<file path="src/rtl/fmm_column_move_engine_if.sv">
// Control and M_e buffer bus of the FMM column-move engine.
// Signals:
//   ap_start/ap_done/ap_idle/ap_ready  block-level handshake
//   move_type, colt, *_base            run configuration (latched on start)
//   M_e_*0                             write-only buffer port 0
//   M_e_*1                             read / clear-write buffer port 1
//   nnz_count                          nonzero elements moved by the last run
// The slave modport is the engine's view; the master modport is the view of
// the controller and the buffer.
interface fmm_column_move_engine_if #(
  parameter int DATA_W = 32,
  parameter int ADDR_W = 17,
  parameter int CNT_W  = 32
);
  logic              ap_start;
  logic              ap_done;
  logic              ap_idle;
  logic              ap_ready;
  logic [1:0]        move_type;
  logic [CNT_W-1:0]  colt;
  logic [ADDR_W-1:0] src_base;
  logic [ADDR_W-1:0] dst0_base;
  logic [ADDR_W-1:0] dst1_base;
  logic [ADDR_W-1:0] M_e_address0;
  logic              M_e_ce0;
  logic              M_e_we0;
  logic [DATA_W-1:0] M_e_d0;
  logic [ADDR_W-1:0] M_e_address1;
  logic              M_e_ce1;
  logic              M_e_we1;
  logic [DATA_W-1:0] M_e_d1;
  logic [DATA_W-1:0] M_e_q1;
  logic [CNT_W-1:0]  nnz_count;

  modport slave (
    input  ap_start, move_type, colt, src_base, dst0_base, dst1_base, M_e_q1,
    output ap_done, ap_idle, ap_ready,
    output M_e_address0, M_e_ce0, M_e_we0, M_e_d0,
    output M_e_address1, M_e_ce1, M_e_we1, M_e_d1,
    output nnz_count
  );

  modport master (
    output ap_start, move_type, colt, src_base, dst0_base, dst1_base, M_e_q1,
    input  ap_done, ap_idle, ap_ready,
    input  M_e_address0, M_e_ce0, M_e_we0, M_e_d0,
    input  M_e_address1, M_e_ce1, M_e_we1, M_e_d1,
    input  nnz_count
  );
endinterface

</file>
<file path="src/rtl/fmm_column_move_engine.sv">
// Column-move engine for the FMM reduce kernel.
// For c in 0..colt-1 reads M_e[src_base+c]; a nonzero value v is written to
// M_e[dst0_base+c] and a mode-transformed copy to M_e[dst1_base+c]. Mode 2
// also clears the source element. Two cycles per element.
// Ports:
//   ap_clk    clock
//   ap_rst_n  asynchronous active-low reset
//   bus       engine side (slave) of fmm_column_move_engine_if
//
// state | meaning
// IDLE  | waiting for ap_start, configuration latched on start
// PH_A  | read src_base+c on port1, write pending v2 on port0
// PH_B  | capture read data, write v on port0, optional source clear
// DONE  | one-cycle ap_done/ap_ready pulse
module fmm_column_move_engine #(
  parameter int DATA_W   = 32,
  parameter int ADDR_W   = 17,
  parameter int CNT_W    = 32,
  parameter int SATURATE = 1
) (
  input logic ap_clk,
  input logic ap_rst_n,
  fmm_column_move_engine_if.slave bus
);

  typedef enum logic [1:0] {IDLE, PH_A, PH_B, DONE} state_t;

  localparam logic [DATA_W-1:0] MOST_NEG = {1'b1, {(DATA_W-1){1'b0}}};

  state_t            state, state_nxt;
  logic [1:0]        mode_r;
  logic [CNT_W-1:0]  colt_r;
  logic [ADDR_W-1:0] src_r, dst0_r, dst1_r;
  logic [CNT_W-1:0]  c;
  logic [ADDR_W-1:0] c_prev;
  logic [CNT_W-1:0]  nnz;
  logic [DATA_W-1:0] v_r;
  logic [DATA_W-1:0] v2;
  logic              pend;
  logic              run_ok;
  logic              c_lt;
  logic              q_nz;

  // colt is signed: positive means the sign bit is clear and it is nonzero
  assign run_ok = !bus.colt[CNT_W-1] && (bus.colt != '0);
  // colt_r is known positive whenever this is used, so unsigned compare works
  assign c_lt   = (c < colt_r);
  assign q_nz   = (bus.M_e_q1 != '0);

  always_comb begin
    v2 = v_r;
    if (mode_r == 2'd0) begin
      if ((SATURATE != 0) && (v_r == MOST_NEG)) v2 = ~MOST_NEG;
      else                                      v2 = -v_r;
    end
  end

  always_ff @(posedge ap_clk or negedge ap_rst_n) begin
    if (!ap_rst_n) state <= IDLE;
    else           state <= state_nxt;
  end

  always_comb begin
    state_nxt = state;
    case (state)
      IDLE:    if (bus.ap_start) state_nxt = run_ok ? PH_A : DONE;
      PH_A:    state_nxt = c_lt ? PH_B : DONE;
      PH_B:    state_nxt = PH_A;
      DONE:    state_nxt = IDLE;
      default: state_nxt = IDLE;
    endcase
  end

  always_comb begin
    bus.ap_idle      = (state == IDLE);
    bus.ap_done      = (state == DONE);
    bus.ap_ready     = (state == DONE);
    bus.M_e_address0 = '0;
    bus.M_e_ce0      = 1'b0;
    bus.M_e_we0      = 1'b0;
    bus.M_e_d0       = '0;
    bus.M_e_address1 = '0;
    bus.M_e_ce1      = 1'b0;
    bus.M_e_we1      = 1'b0;
    bus.M_e_d1       = '0;
    case (state)
      PH_A: begin
        if (c_lt) begin
          bus.M_e_ce1      = 1'b1;
          bus.M_e_address1 = src_r + ADDR_W'(c);
        end
        if (pend) begin
          bus.M_e_ce0      = 1'b1;
          bus.M_e_we0      = 1'b1;
          bus.M_e_address0 = dst1_r + c_prev;
          bus.M_e_d0       = v2;
        end
      end
      PH_B: begin
        if (q_nz) begin
          bus.M_e_ce0      = 1'b1;
          bus.M_e_we0      = 1'b1;
          bus.M_e_address0 = dst0_r + ADDR_W'(c);
          bus.M_e_d0       = bus.M_e_q1;
          if (mode_r == 2'd2) begin
            bus.M_e_ce1      = 1'b1;
            bus.M_e_we1      = 1'b1;
            bus.M_e_address1 = src_r + ADDR_W'(c);
          end
        end
      end
      default: ;
    endcase
  end

  always_ff @(posedge ap_clk or negedge ap_rst_n) begin
    if (!ap_rst_n) begin
      mode_r <= '0;
      colt_r <= '0;
      src_r  <= '0;
      dst0_r <= '0;
      dst1_r <= '0;
      c      <= '0;
      c_prev <= '0;
      nnz    <= '0;
      v_r    <= '0;
      pend   <= 1'b0;
    end else begin
      case (state)
        IDLE: begin
          c    <= '0;
          pend <= 1'b0;
          if (bus.ap_start) begin
            mode_r <= bus.move_type;
            colt_r <= bus.colt;
            src_r  <= bus.src_base;
            dst0_r <= bus.dst0_base;
            dst1_r <= bus.dst1_base;
            if (run_ok) nnz <= '0;
          end
        end
        PH_A: pend <= 1'b0;
        PH_B: begin
          v_r    <= bus.M_e_q1;
          pend   <= q_nz;
          c_prev <= ADDR_W'(c);
          c      <= c + 1'b1;
          if (q_nz) nnz <= nnz + 1'b1;
        end
        default: ;
      endcase
    end
  end

  assign bus.nnz_count = nnz;

endmodule

</file>
<file path="src/flat_wrapper.sv">
// flat-port wrapper written by rule: the top's interface ports become plain ports
module fmm_column_move_engine_flat 
#(
  parameter int DATA_W   = 32,
  parameter int ADDR_W   = 17,
  parameter int CNT_W    = 32,
  parameter int SATURATE = 1
)
  (ap_clk, ap_rst_n, bus_ap_start, bus_move_type, bus_colt, bus_src_base, bus_dst0_base, bus_dst1_base, bus_M_e_q1, bus_ap_done, bus_ap_idle, bus_ap_ready, bus_M_e_address0, bus_M_e_ce0, bus_M_e_we0, bus_M_e_d0, bus_M_e_address1, bus_M_e_ce1, bus_M_e_we1, bus_M_e_d1, bus_nnz_count);
  fmm_column_move_engine_if #(.DATA_W(DATA_W), .ADDR_W(ADDR_W), .CNT_W(CNT_W)) bus_i ();
  input logic ap_clk;
  input logic ap_rst_n;
  input wire logic [$bits(bus_i.ap_start)-1:0] bus_ap_start;
  input wire logic [$bits(bus_i.move_type)-1:0] bus_move_type;
  input wire logic [$bits(bus_i.colt)-1:0] bus_colt;
  input wire logic [$bits(bus_i.src_base)-1:0] bus_src_base;
  input wire logic [$bits(bus_i.dst0_base)-1:0] bus_dst0_base;
  input wire logic [$bits(bus_i.dst1_base)-1:0] bus_dst1_base;
  input wire logic [$bits(bus_i.M_e_q1)-1:0] bus_M_e_q1;
  output wire logic [$bits(bus_i.ap_done)-1:0] bus_ap_done;
  output wire logic [$bits(bus_i.ap_idle)-1:0] bus_ap_idle;
  output wire logic [$bits(bus_i.ap_ready)-1:0] bus_ap_ready;
  output wire logic [$bits(bus_i.M_e_address0)-1:0] bus_M_e_address0;
  output wire logic [$bits(bus_i.M_e_ce0)-1:0] bus_M_e_ce0;
  output wire logic [$bits(bus_i.M_e_we0)-1:0] bus_M_e_we0;
  output wire logic [$bits(bus_i.M_e_d0)-1:0] bus_M_e_d0;
  output wire logic [$bits(bus_i.M_e_address1)-1:0] bus_M_e_address1;
  output wire logic [$bits(bus_i.M_e_ce1)-1:0] bus_M_e_ce1;
  output wire logic [$bits(bus_i.M_e_we1)-1:0] bus_M_e_we1;
  output wire logic [$bits(bus_i.M_e_d1)-1:0] bus_M_e_d1;
  output wire logic [$bits(bus_i.nnz_count)-1:0] bus_nnz_count;
  assign bus_i.ap_start = bus_ap_start;
  assign bus_i.move_type = bus_move_type;
  assign bus_i.colt = bus_colt;
  assign bus_i.src_base = bus_src_base;
  assign bus_i.dst0_base = bus_dst0_base;
  assign bus_i.dst1_base = bus_dst1_base;
  assign bus_i.M_e_q1 = bus_M_e_q1;
  assign bus_ap_done = bus_i.ap_done;
  assign bus_ap_idle = bus_i.ap_idle;
  assign bus_ap_ready = bus_i.ap_ready;
  assign bus_M_e_address0 = bus_i.M_e_address0;
  assign bus_M_e_ce0 = bus_i.M_e_ce0;
  assign bus_M_e_we0 = bus_i.M_e_we0;
  assign bus_M_e_d0 = bus_i.M_e_d0;
  assign bus_M_e_address1 = bus_i.M_e_address1;
  assign bus_M_e_ce1 = bus_i.M_e_ce1;
  assign bus_M_e_we1 = bus_i.M_e_we1;
  assign bus_M_e_d1 = bus_i.M_e_d1;
  assign bus_nnz_count = bus_i.nnz_count;
  fmm_column_move_engine #(.DATA_W(DATA_W), .ADDR_W(ADDR_W), .CNT_W(CNT_W), .SATURATE(SATURATE)) u_core (.ap_clk(ap_clk), .ap_rst_n(ap_rst_n), .bus(bus_i));
endmodule
</file>
<file path="config.mk">
export PLATFORM = sky130hd
export DESIGN_NAME = fmm_column_move_engine_flat
export DESIGN_NICKNAME = d
export VERILOG_FILES = /design/src/rtl/fmm_column_move_engine_if.sv /design/src/rtl/fmm_column_move_engine.sv /design/src/flat_wrapper.sv
export SDC_FILE = /design/constraint.sdc
export NUM_CORES = 1
export LEC_CHECK = 0
export ABC_CLOCK_PERIOD_IN_PS = 4300
export CAP_MARGIN = 20
export CORE_MARGIN = 2
export CORE_UTILIZATION = 53
export CTS_CLUSTER_SIZE = 10
export DETAILED_ROUTE_END_ITERATION = 7
export GPL_TIMING_DRIVEN = 0
export PLACE_DENSITY = 0.82
export SYNTH_ARGS = -nofsm -noshare
export SYNTH_HDL_FRONTEND = slang
export SYNTH_SLANG_ARGS = --single-unit
</file>
<file path="constraint.sdc">
create_clock -name ap_clk -period 4.3 [get_ports ap_clk]
set_clock_uncertainty 0.2 [all_clocks]
set_input_delay 0.86 -clock ap_clk [delete_from_list [all_inputs] [get_ports ap_clk]]
set_output_delay 0.86 -clock ap_clk [all_outputs]
set_load 0.05 [all_outputs]
</file>
* Yosys cells after proc, flatten, opt, wreduce, memory -nomap -nowiden *
Index checks and enable logic that the tools add are counted.

cells by class
  equality and inequality tests = 8
  order comparisons = 1
  reductions and logical operators = 11
  muxes and demuxes = 30
  add/subtract/negate cells = 6

operators with widths
  operator                                                count
  two-way mux 32 bit                                      7
  one-hot mux 32 bit (2 select lines)                     3
  two-way mux 17 bit                                      5
  one-hot mux 17 bit (2 select lines)                     2
  adder 32 x 1 -> 32 bit (second input constant)          2
  nonzero test 32 bit                                     2
  adder 17 bit                                            3
  equality test 32 bit (second input constant)            1
  < comparator 32 bit                                     1
  negation 32 bit                                         1
  one-hot mux 2 bit (4 select lines)                      1
  two-way mux 1 bit                                       7
  equality test 2 bit (second input constant)             3
  one-hot mux 1 bit (2 select lines)                      3
  zero test 2 bit                                         2
  two-way mux 2 bit                                       2
  inequality test 2 x 1 -> 1 bit (second input constant)  2
  AND reduction 4 bit                                     1
  nonzero test 2 bit                                      2
  equality test 2 x 1 -> 1 bit (second input constant)    1
  inequality test 2 bit (second input constant)           1
  AND reduction 2 bit                                     1
  OR reduction 2 bit                                      1
  logical AND 1 bit                                       1
  zero test 1 bit                                         1

word-level totals
  output and inout bits = 137
  word-level logic and storage cells = 67
  flip-flop bits (word level) = 201

* Depth between registers and ports, before layout *
  word-level depth = 5
  mapped depth = 11
  mapped depth without buffers = 11

* Least setup slack after synthesis *
No wires, ideal clock.

  path kind = flip-flop to output port
  start = register u_core.c[6]
  end = output port bus_M_e_address1[13]
  required time = 3.240 ns
  cell stages (with the launch flop) = 9
  setup slack = -1.129 ns
  data arrival time = 4.369 ns
  path through = dfrtp_1 -> ha_1 -> a21oi_1 -> a21boi_0 -> a2111oi_0 -> o21ai_0 -> a41o_1 -> o31a_1 -> a2111oi_0

between the ends
  word-level cells in the longest chain between the ends = 4
  elaborated cells between the ends (all ways) = 6
  those cells by class = 1 x add/sub; 1 x order compare; 4 x mux

RTL lines
  element                                  line                                                         RTL
  start, declared                          fmm_column_move_engine.sv:34                                 logic [CNT_W-1:0] c;
  start signal, assigned                   fmm_column_move_engine.sv:147                                c <= c + 1'b1;
  adder 17 bit                             fmm_column_move_engine.sv:90, fmm_column_move_engine.sv:108
  two-way mux 17 bit                       fmm_column_move_engine.sv:105                                if (mode_r == 2'd2) begin
  two-way mux 17 bit                       fmm_column_move_engine.sv:100                                if (q_nz) begin
  one-hot mux 17 bit (2 select lines) (*)  fmm_column_move_engine.sv:86                                 case (state)
  end, declared                            flat_wrapper.sv:27                                           output wire logic [$bits(bus_i.M_e_address1)-1:0] bus_M_e_address1;

Every way passes the cells marked *; elsewhere a longest branch is shown, timed or not.

* Final worst setup path *
  start = register u_core.colt_r[6]
  end = output port bus_M_e_address1[16]

between the ends
  word-level cells in the longest chain between the ends = 3

RTL lines
  element                              line                           RTL
  start, declared                      fmm_column_move_engine.sv:32   logic [CNT_W-1:0] colt_r;
  start signal, assigned               fmm_column_move_engine.sv:135  colt_r <= bus.colt;
  < comparator 32 bit                  fmm_column_move_engine.sv:47   assign c_lt = (c < colt_r);
  two-way mux 17 bit                   fmm_column_move_engine.sv:88   if (c_lt) begin
  one-hot mux 17 bit (2 select lines)  fmm_column_move_engine.sv:86

No other way between the ends.

==> flow_summary.toml <==
[status]
status = "finished with violations"
violations = "setup timing"

[logic_synthesis]
postSynthAreaPerCell_um2 = 9.44
synth_area_um2 = 13000
seq_area_frac_synth_pct = 38.7
synthCells = 1377
synth_ff_type = "dfrtp_1"
async_reset_ff_share_pct = 100
ys_seq_elements = 201
ys_types = 65
synth_warnings = 0
synth_edf_count = 0

[route]
vias = 12100
vias_per_cell = 5.84
drt_pass1_iterations = 5
wl_um = 40400
drc = 0
first_iter_violations = 1028
ant_nets = 0
wire_per_inst_um = 19.5

[sta]
period_share_pct = 108
finalSetupTns_ps = -1860
layout_setup_ws_ps = -323
layout_min_cycle_time_ps = 4620
report.final.slew_viol_count = 0
max_freq_ghz = 0.216
hold_viol_final = 0
max_slew_margin_pct = 40.7
worstMarginPinSlew_ps = 884
finalSetupViolCount = 17
rsz0062_at_grt = "yes"

[floorplanning]
initial_utilization_pct = 53.7
pin_count = 257
die_width_um = 161
die_area_um2 = 25800
fp.dieH_um = 161
core_area_um2 = 24200
rows = 57

[clock_network]
htree_levels = 1
clock_latency_ps = 530
clockBufferDepth = 3
cts.sinks = 201
cts_root_buffer = "clkbuf_16"
cts_tree = "yes"
numCtsBuffers = 25
clk_pin_slew_ps = 60

[final_layout]
fin_nets = 1943
utilization_pct = 74.5
syn_to_final_growth_pct = 38.6
final_cells = 2068
design_area_um2 = 18000
drive_gt1_share_pct = 28.1

[place]
dpl.hpwl_um = 27000
place_inst = 1957
placed_cell_area_um2 = 15800
gp_congestion = 0.935
port_buffers = 224

[flow_run]
cap_viol_max_count = 0

[worst_setup_path]
arrival_ps = 3560
start_kind = "flip-flop"
criticalPathCategory = "flip-flop to output pin"
endpoint_kind = "output pin"
crit_fanout = 3
required_ps = 3240

[global_routing]
antenna_found_initial = 2
grt_first_pass_wirelength_um = 60400
grt-ovfl-total = 0
grt_pass1_vias = 11500
gr-usage-all-layers_pct = 29.1
grt_start_max_net_pins = 118

[power_and_ir_drop]
vdd_drop_max_v = 0.000525
cellLeakagePower_uw = 0.00799
cellPowerDensity_nw_per_um2 = 630

[hold_path]
hp-class = "input port to async pin"
-- final cells by class --
cell class | count | area, µm²
fillers | 1635 | 6170
clock buffers | 34 | 669
plain buffers | 82 | 488
flip-flops and latches | 201 | 5050
multi-input cells | 1035 | 8140
diodes | 1 | 2.50
well taps | 324 | 405
repair buffers | 300 | 2900
inverters | 88 | 330
clock inverters | 3 | 22.5
-- sequential cells by signal, indices dropped and copies added, names as in the netlist --
register / flops
u_core.bus.nnz_count: 32
u_core.src_r: 17
u_core.c: 32
u_core.v_r: 32
u_core.state: 2
u_core.pend: 1
u_core.colt_r: 32
u_core.dst1_r: 17
u_core.mode_r: 2
u_core.c_prev: 17
u_core.dst0_r: 17
-- cell usage after synthesis, drive strengths merged, types with 10 or more instances --
| library cell | instances | area (µm²) |
|---|---|---|
| xnor2 | 55 | 482 |
| nand4 | 23 | 159 |
| inv | 87 | 327 |
| ha | 87 | 1090 |
| a22o | 10 | 87.6 |
| nor3 | 27 | 135 |
| dfrtp | 201 | 5030 |
| clkbuf | 38 | 143 |
| a211oi | 18 | 135 |
| nor4 | 21 | 176 |
| a21o | 16 | 120 |
| nor2 | 98 | 368 |
| o21ai | 108 | 541 |
| o31ai | 14 | 110 |
| or3 | 11 | 68.8 |
| nand2 | 98 | 368 |
| xor2 | 44 | 385 |
| o211ai | 14 | 105 |
| o21a | 10 | 75.1 |
| a21oi | 71 | 355 |
| mux2 | 103 | 1160 |
| nand3 | 56 | 280 |
| buf | 44 | 317 |
| mux2i | 10 | 100 |
-- timing repair --
| item | in CTS | in global routing |
|---|---|---|
| hold buffers | 0 | 0 |
| endpoints found under the hold margin | 0 | 0 |
| endpoints found under the setup margin | 70 | 65 |
| setup buffers | 31 | 41 |
| gates resized for setup | 406 | 301 |
| cloned | 1 | 3 |
| pin swaps | 44 | 108 |
-- per-stage QoR --
stage,power (µW),hold slack [ps],worst slack (ps)
floorplan,6850,259,35.5
global placement,8320,276,-7040
detailed placement,8470,293,-1080
CTS,10500,150,-284
global route,11900,182,-418
finish,11300,129,-323
-- kinds of logic after synthesis --
group / Yosys count / share of synthesized area, %
AOI/OAI and AO/OA: 321 / 15.4
xor gates and xnor gates: 99 / 6.67
adders and majority gates: 90 / 8.84
buffers and inverters: 172 / 6.22
DFF: 201 / 38.7
muxes: 113 / 9.70
other: 1 / 0.0289
and+or+nand+nor: 380 / 14.4
-- cell usage in the layout (no fill, tap or decap), types with 9 or more instances in the layout --
| cell | netlist | routed |
|---|---|---|
| mux2_2 | 103 | 103 |
| nor3_1 | 27 | 24 |
| a211oi_1 | 18 | 11 |
| and3_1 | 9 | 9 |
| conb_1 | 1 | 32 |
| mux2i_1 | 10 | 10 |
| o21ai_1 | 5 | 11 |
| inv_1 | 87 | 84 |
| a21oi_2 | 0 | 30 |
| o21ai_0 | 103 | 66 |
| clkbuf_2 | 0 | 13 |
| clkdlybuf4s50_1 | 0 | 154 |
| o21ai_2 | 0 | 29 |
| dfrtp_2 | 0 | 14 |
| nand3_1 | 56 | 53 |
| nand2_1 | 98 | 97 |
| buf_4 | 34 | 104 |
| clkbuf_1 | 38 | 39 |
| buf_6 | 3 | 61 |
| o31ai_1 | 13 | 11 |
| o211ai_1 | 14 | 14 |
| nand4_1 | 22 | 22 |
| clkbuf_16 | 0 | 25 |
| xor2_1 | 44 | 42 |
| o21a_1 | 10 | 9 |
| a21oi_1 | 71 | 38 |
| a22o_1 | 10 | 10 |
| or3_1 | 11 | 10 |
| ha_4 | 0 | 12 |
| ha_1 | 87 | 74 |
| a21o_1 | 16 | 16 |
| xnor2_1 | 55 | 52 |
| nor2_1 | 98 | 88 |
| nor4_1 | 18 | 13 |
| dfrtp_1 | 201 | 187 |
-- routing by layer --
metal | up-vias | part of all wire (%) | global-route usage (%)
met1 | 5844 | 41 | 38.7
met5 | - | 0 | 0
met2 | 558 | 48 | 49.8
met4 | 0 | 3.1 | 7.17
met3 | 97 | 8.2 | 5.01
li1 | 5576 | - | -
-- worst max-delay path, cell delays in order, from the launching register on --
cell       delay (ps)
dfrtp_1           390
inv_2              90
ha_4              210
a21oi_2           150
a21boi_2           70
a2111oi_2         360
o21ai_1           140
a41o_1            290
o31a_4            330
or4_4             510
o211ai_1          250
buf_4             250
-- power breakdown --
group          switching, µW  internal, µW
logic                   3930          2530
registers                503          2510
clock network            795          1070
total                   5230          6120
-- path summary, 6_finish.rpt --
| kind | startpoint | endpoint | slack, ps | cells past startpoint |
|---|---|---|---|---|
| setup / recovery | u_core.colt_r[6] | bus_M_e_address1[16] | -320 | 11 |
| hold / removal | ap_rst_n | u_core.v_r[5] | 130 | 1 |
| setup reg to reg | u_core.c[0] | u_core.c[26] | 1020 | 11 |
| hold reg to reg | u_core.colt_r[7] | u_core.colt_r[7] | 310 | 1 |
| max in group asynchronous | ap_rst_n | u_core.c[14] | 2750 | 2 |
| min in group ap_clk | u_core.colt_r[7] | u_core.colt_r[7] | 310 | 1 |
(Power assumes the default switching activity.)
